--- src/rtl/boot_loader_pkg.sv ---
// boot_loader shared types.
// Loader FSM state encoding.
package boot_loader_pkg;

  localparam int STATE_W = 3;

  typedef enum logic [STATE_W-1:0] {
    S_IDLE,
    S_LOAD,
    S_VERIFY,
    S_RUN,
    S_ERR
  } state_e;

endpackage

--- src/rtl/boot_checksum.sv ---
// boot_checksum: modular running sum.
// Clear wins over enable.
module boot_checksum #(
  parameter int W = 8
) (
  input  logic         clk,
  input  logic         rst,
  input  logic         clr,
  input  logic         en,
  input  logic [W-1:0] add,
  output logic [W-1:0] sum
);

  always_ff @(posedge clk or posedge rst) begin
    if (rst)
      sum <= '0;
    else if (clr)
      sum <= '0;
    else if (en)
      sum <= sum + add;
  end

endmodule

--- src/rtl/boot_loader.sv ---
// boot_loader: streams an image into ram,
// optionally verifies it, then hands the bus to the cpu.
module boot_loader
  import boot_loader_pkg::*;
#(
  parameter int MEM_WIDTH = 8,
  parameter int WORD_SIZE = 8,
  parameter int VERIFY    = 1
) (
  input  logic                 clk,
  input  logic                 rst,
  input  logic                 start,
  input  logic [WORD_SIZE-1:0] base_addr,
  input  logic [WORD_SIZE:0]   load_len,
  input  logic                 in_valid,
  input  logic [MEM_WIDTH-1:0] in_data,
  output logic                 in_ready,
  input  logic [WORD_SIZE-1:0] cpu_addr,
  input  logic                 cpu_wr_en,
  input  logic [MEM_WIDTH-1:0] cpu_wdata,
  output logic [MEM_WIDTH-1:0] cpu_rdata,
  output logic [WORD_SIZE-1:0] ram_addr,
  output logic                 ram_wr_en,
  output logic [MEM_WIDTH-1:0] ram_wdata,
  input  logic [MEM_WIDTH-1:0] ram_rdata,
  output logic                 cpu_rst,
  output logic                 busy,
  output logic                 done,
  output logic                 err,
  output logic [MEM_WIDTH-1:0] checksum
);

  state_e               state;
  logic [WORD_SIZE-1:0] base_q;
  logic [WORD_SIZE:0]   len_q;
  logic [WORD_SIZE:0]   cnt;
  logic [MEM_WIDTH-1:0] ver_sum;
  logic [MEM_WIDTH-1:0] ver_final;
  logic [WORD_SIZE-1:0] cnt_addr;
  logic                 start_ok;
  logic                 accept;
  logic                 last_word;
  logic                 ver_en;

  assign start_ok  = start &&
                     (state inside {S_IDLE, S_RUN, S_ERR});
  assign accept    = (state == S_LOAD) && in_valid && in_ready;
  assign last_word = (cnt == len_q - 1'b1);
  assign cnt_addr  = base_q + cnt[WORD_SIZE-1:0];
  // verify reads lag their address by one cycle
  assign ver_en    = (state == S_VERIFY) && (cnt != '0);
  assign ver_final = ver_sum + ram_rdata;

  boot_checksum #(.W(MEM_WIDTH)) u_load_sum (
    .clk (clk),
    .rst (rst),
    .clr (start_ok),
    .en  (accept),
    .add (in_data),
    .sum (checksum)
  );

  boot_checksum #(.W(MEM_WIDTH)) u_ver_sum (
    .clk (clk),
    .rst (rst),
    .clr (start_ok),
    .en  (ver_en),
    .add (ram_rdata),
    .sum (ver_sum)
  );

  always_ff @(posedge clk or posedge rst) begin
    if (rst) begin
      state    <= S_IDLE;
      base_q   <= '0;
      len_q    <= '0;
      cnt      <= '0;
      in_ready <= 1'b0;
      cpu_rst  <= 1'b1;
      busy     <= 1'b0;
      done     <= 1'b0;
      err      <= 1'b0;
    end else begin
      unique case (state)
        S_IDLE, S_RUN, S_ERR: begin
          if (start) begin
            base_q <= base_addr;
            len_q  <= load_len;
            cnt    <= '0;
            err    <= 1'b0;
            if (load_len == '0) begin
              state   <= S_RUN;
              cpu_rst <= 1'b0;
              done    <= 1'b1;
            end else begin
              state    <= S_LOAD;
              in_ready <= 1'b1;
              busy     <= 1'b1;
              cpu_rst  <= 1'b1;
              done     <= 1'b0;
            end
          end
        end
        S_LOAD: begin
          if (accept) begin
            if (last_word) begin
              in_ready <= 1'b0;
              cnt      <= '0;
              if (VERIFY != 0) begin
                state <= S_VERIFY;
              end else begin
                state   <= S_RUN;
                busy    <= 1'b0;
                done    <= 1'b1;
                cpu_rst <= 1'b0;
              end
            end else begin
              cnt <= cnt + 1'b1;
            end
          end
        end
        S_VERIFY: begin
          if (cnt == len_q) begin
            busy <= 1'b0;
            cnt  <= '0;
            if (ver_final == checksum) begin
              state   <= S_RUN;
              done    <= 1'b1;
              cpu_rst <= 1'b0;
            end else begin
              state <= S_ERR;
              err   <= 1'b1;
            end
          end else begin
            cnt <= cnt + 1'b1;
          end
        end
        default: state <= S_IDLE;
      endcase
    end
  end

  always_comb begin
    ram_addr  = '0;
    ram_wr_en = 1'b0;
    ram_wdata = '0;
    unique case (1'b1)
      state == S_RUN: begin
        ram_addr  = cpu_addr;
        ram_wr_en = cpu_wr_en;
        ram_wdata = cpu_wdata;
      end
      state == S_LOAD: begin
        ram_addr  = cnt_addr;
        ram_wr_en = accept;
        ram_wdata = in_data;
      end
      state == S_VERIFY: begin
        ram_addr = (cnt < len_q) ? cnt_addr : '0;
      end
      default: ;
    endcase
  end

  assign cpu_rdata = (state == S_RUN) ? ram_rdata : '0;

endmodule

--- config.mk ---
export PLATFORM = sky130hd
export DESIGN_NAME = boot_loader
export DESIGN_NICKNAME = d
export VERILOG_FILES = /design/src/rtl/boot_loader_pkg.sv /design/src/rtl/boot_checksum.sv /design/src/rtl/boot_loader.sv
export SDC_FILE = /design/constraint.sdc
export NUM_CORES = 1
export LEC_CHECK = 0
export CORE_ASPECT_RATIO = 1.25
export CORE_UTILIZATION = 38
export DETAILED_ROUTE_END_ITERATION = 12
export PLACE_DENSITY = 0.75
export SYNTH_ARGS = -nofsm -noshare
export SYNTH_HDL_FRONTEND = slang
export SYNTH_HIERARCHICAL = 1
export SYNTH_SLANG_ARGS = --single-unit
--- constraint.sdc ---
create_clock -name clk -period 5.9 [get_ports clk]
set_clock_uncertainty 0.1 [all_clocks]
set_input_delay 0.59 -clock clk [delete_from_list [all_inputs] [get_ports clk]]
set_output_delay 0.59 -clock clk [all_outputs]
set_load 0.1 [all_outputs]
==> flow_summary.toml <==
[status]
status = "finished, final reports clean"

[sta]
period_share = 0.716
finalHoldViolations = 0
setup_viol = 0
worst_pin_slew_ns = 1.15
fmax_mhz = 237
max_slew_margin = 0.235
maxSlewViolCount = 0
rsz0062_at_grt = "no"
period_needed_ns = 4.22
tns_ns = 0

[clock_network]
cts.sinks = 50
path_clk_slew_ns = 0.07
numCtsBuffers = 5
cts-root-buf = "clkbuf_16"
cts_setup_buffers = 0
cts_tree = "built"
clk_latency_ns = 0.28
h-tree-depth = 2
cts_resized = 0
postCtsHoldBufs = 0
clk_path_buf_depth = 2

[yosys]
yosysTopAreaCell = "dfrtp_1"
syn_area_um2 = 4330
async_flop_share = 1.00
syn_avg_cell_area_um2 = 8.92
syn_nets = 583
synth-main-ff-cell = "dfrtp_1"
ys_ff_latch = 50
yosys.cell_types.count = 71
synth_top_area_share = 0.283
yosysSeqAreaShare = 0.289
synth_cells = 485
synth.most_common_cell = "dfrtp_1"
synth_edf_count = 0
yosysWarningCount = 6
synth_top_cells_by_count = "49 x dfrtp_1, 40 x ha_1, 38 x nand2_1"
synth_area_leaders = "dfrtp_1 28%, ha_1 12%, xnor2_1 5.7%"

[placed_design]
hpwl_um = 9220
io_buffer_count = 91
gp_congestion = 0.893

[setup_path]
slowest_stage = "clkdlybuf4s50_1"
rrSetupSlack_ns = 2.44
cp_max_fo = 8
path_class = "reg -> out"
slowest_delay_ns = 1.13
cp-start-kind = "flop"
cpMostUsedCell = "a21o_1"
cp.required_ns = 5.21
crit_start = "len_q[4]$_DFFE_PP0P_"
worstReg2RegEnd = "u_load_sum/sum[5]$_DFFE_PP0P_"
path_cells = "inv_1 > ha_1 > a21o_1 > a21o_1 > a211oi_1 > o211ai_1 > nand2_1 > a22o_1 > clkdlybuf4s50_1"
r2r_cells = 7
rr_startpoint = "state[0]$_DFFE_PP0P_"
crit_path_end = "ram_addr[5]"
cp_data_arrival_time_ns = 3.53
cp-end-kind = "primary output"

[global_routing]
grt_max_degree = 43
antenna_found_initial = 0
gr-usage-all-layers = 0.203
grt_pass1_wl_um = 19600
grt_remaining_overflow = 0
grt_pass1_vias = 4269

[worst_hold_path]
min-delay-start = "err$_DFFE_PP0P_"
min_path_type = "reg -> reg"

[drt]
ant_nets = 0
drc = 0
routed-via-count = 4085
wl_per_cell_um = 16.9
viasPerCell = 5.77
dr.pass1.iters = 4
first_iter_violations = 170
wl_um = 12000

[cells_and_area]
seqCellArea_um2 = 1250
syn2layout_area_growth_pct = 27.5
fillCellCount = 1026
multi_input_area_um2 = 2900
fin_nets = 670
final_layout_size_suffix_gt1_frac = 0.0663
antenna_cells = 0

[floorplanning]
rows = 43
initial_core_util = 0.390
die_w_um = 97.5
fp.dieArea_um2 = 11800
core_area_um2 = 11100
die_h_um = 121
ioPinCount = 92

[flow_run]
cap_violations = 0
## critical path: cells and delay by family (launching register included)
| kind | cells | cell delay, ns |
|---|---|---|
| buffers and inverters | 2 | 1.25 |
| AOI/OAI and AO/OA | 5 | 0.91 |
| DFF | 1 | 0.49 |
| adders and majority gates | 1 | 0.33 |
| and+or+nand+nor | 1 | 0.26 |
## how the worst min path moves through the flow
stage                                    endpoint  slack (ns)  depth (start not counted)
finish                            err$_DFFE_PP0P_        0.40                          1
detailed placement                err$_DFFE_PP0P_        0.40                          1
global route                      err$_DFFE_PP0P_        0.44                          1
floorplan           u_load_sum/sum[0]$_DFFE_PP0P_        0.31                          1
CTS                               err$_DFFE_PP0P_        0.41                          1
global placement                  err$_DFFE_PP0P_        0.39                          1
## layer usage
| layer | track usage | share of wire | vias to the layer above |
|---|---|---|---|
| met1 | 0.216 | 0.39 | 1979 |
| met5 | 0 | 0 | - |
| met2 | 0.395 | 0.54 | 116 |
| met3 | 0.0271 | 0.042 | 26 |
| met4 | 0.0855 | 0.029 | 0 |
| li1 | - | - | 1964 |
## final cells by class
| class | count | share of cell area |
|---|---|---|
| Clock inverter | 1 | 0.000907 |
| Clock buffer | 7 | 0.0259 |
| Inverter | 28 | 0.0191 |
| Multi-Input combinational cell | 392 | 0.526 |
| Tap cell | 135 | 0.0306 |
| Sequential cell | 50 | 0.227 |
| Timing Repair Buffer | 95 | 0.171 |
## per-stage QoR
step                hold slack (ns)  instances  instance area [µm²]  setup slack [ns]   util
floorplan                     0.306        485                 4330              2.69      -
global placement              0.388        700                 5370              2.00  0.484
detailed placement            0.396        700                 5370              1.97  0.484
CTS                           0.412        708                 5520              1.67  0.498
global route                  0.438        708                 5520              1.50  0.498
finish                        0.403        708                 5520              1.68  0.498
## sequential cells by signal (all words and copies together) (netlist names)
name            count
done                1
err                 1
len_q               9
base_q              8
cnt                 9
state               3
in_ready            1
u_load_sum/sum      8
busy                1
u_ver_sum/sum       8
cpu_rst             1
## cell usage in the layout, fill, tap and decap left out, drive strengths merged, types with 4 or more instances in the layout
cell | Yosys | routed
clkdlybuf4s50 | 0 | 91
dfrtp | 49 | 49
a21oi | 30 | 30
mux2i | 8 | 8
clkbuf | 8 | 7
nand4 | 6 | 6
a21o | 16 | 16
and2 | 10 | 10
o211ai | 4 | 4
ha | 40 | 40
or3 | 8 | 8
nor4b | 4 | 4
xnor2 | 28 | 28
nand4bb | 4 | 4
xor2 | 7 | 7
nor4 | 6 | 6
nand3 | 15 | 15
a211oi | 8 | 8
a22o | 15 | 15
fa | 4 | 4
mux2 | 9 | 9
inv | 28 | 28
nor2 | 28 | 28
buf | 7 | 4
o21ai | 37 | 37
nor3 | 9 | 9
or2 | 6 | 6
nand2 | 38 | 38
o21bai | 5 | 5
## logic make-up (layout without fill, tap and decap cells)
kind of cell | after synthesis | count (layout) | share of synthesized area
buf+inv | 43 | 131 | 0.0413
xor+xnor | 35 | 35 | 0.0708
simple gates | 154 | 154 | 0.193
mux | 17 | 17 | 0.0437
flops | 50 | 50 | 0.289
compound gates | 142 | 142 | 0.228
fa+ha+maj | 44 | 44 | 0.134
Power is left out: the tool's default activity adds up to more than one toggle a clock period on the data nets, which glitch-free logic cannot reach.
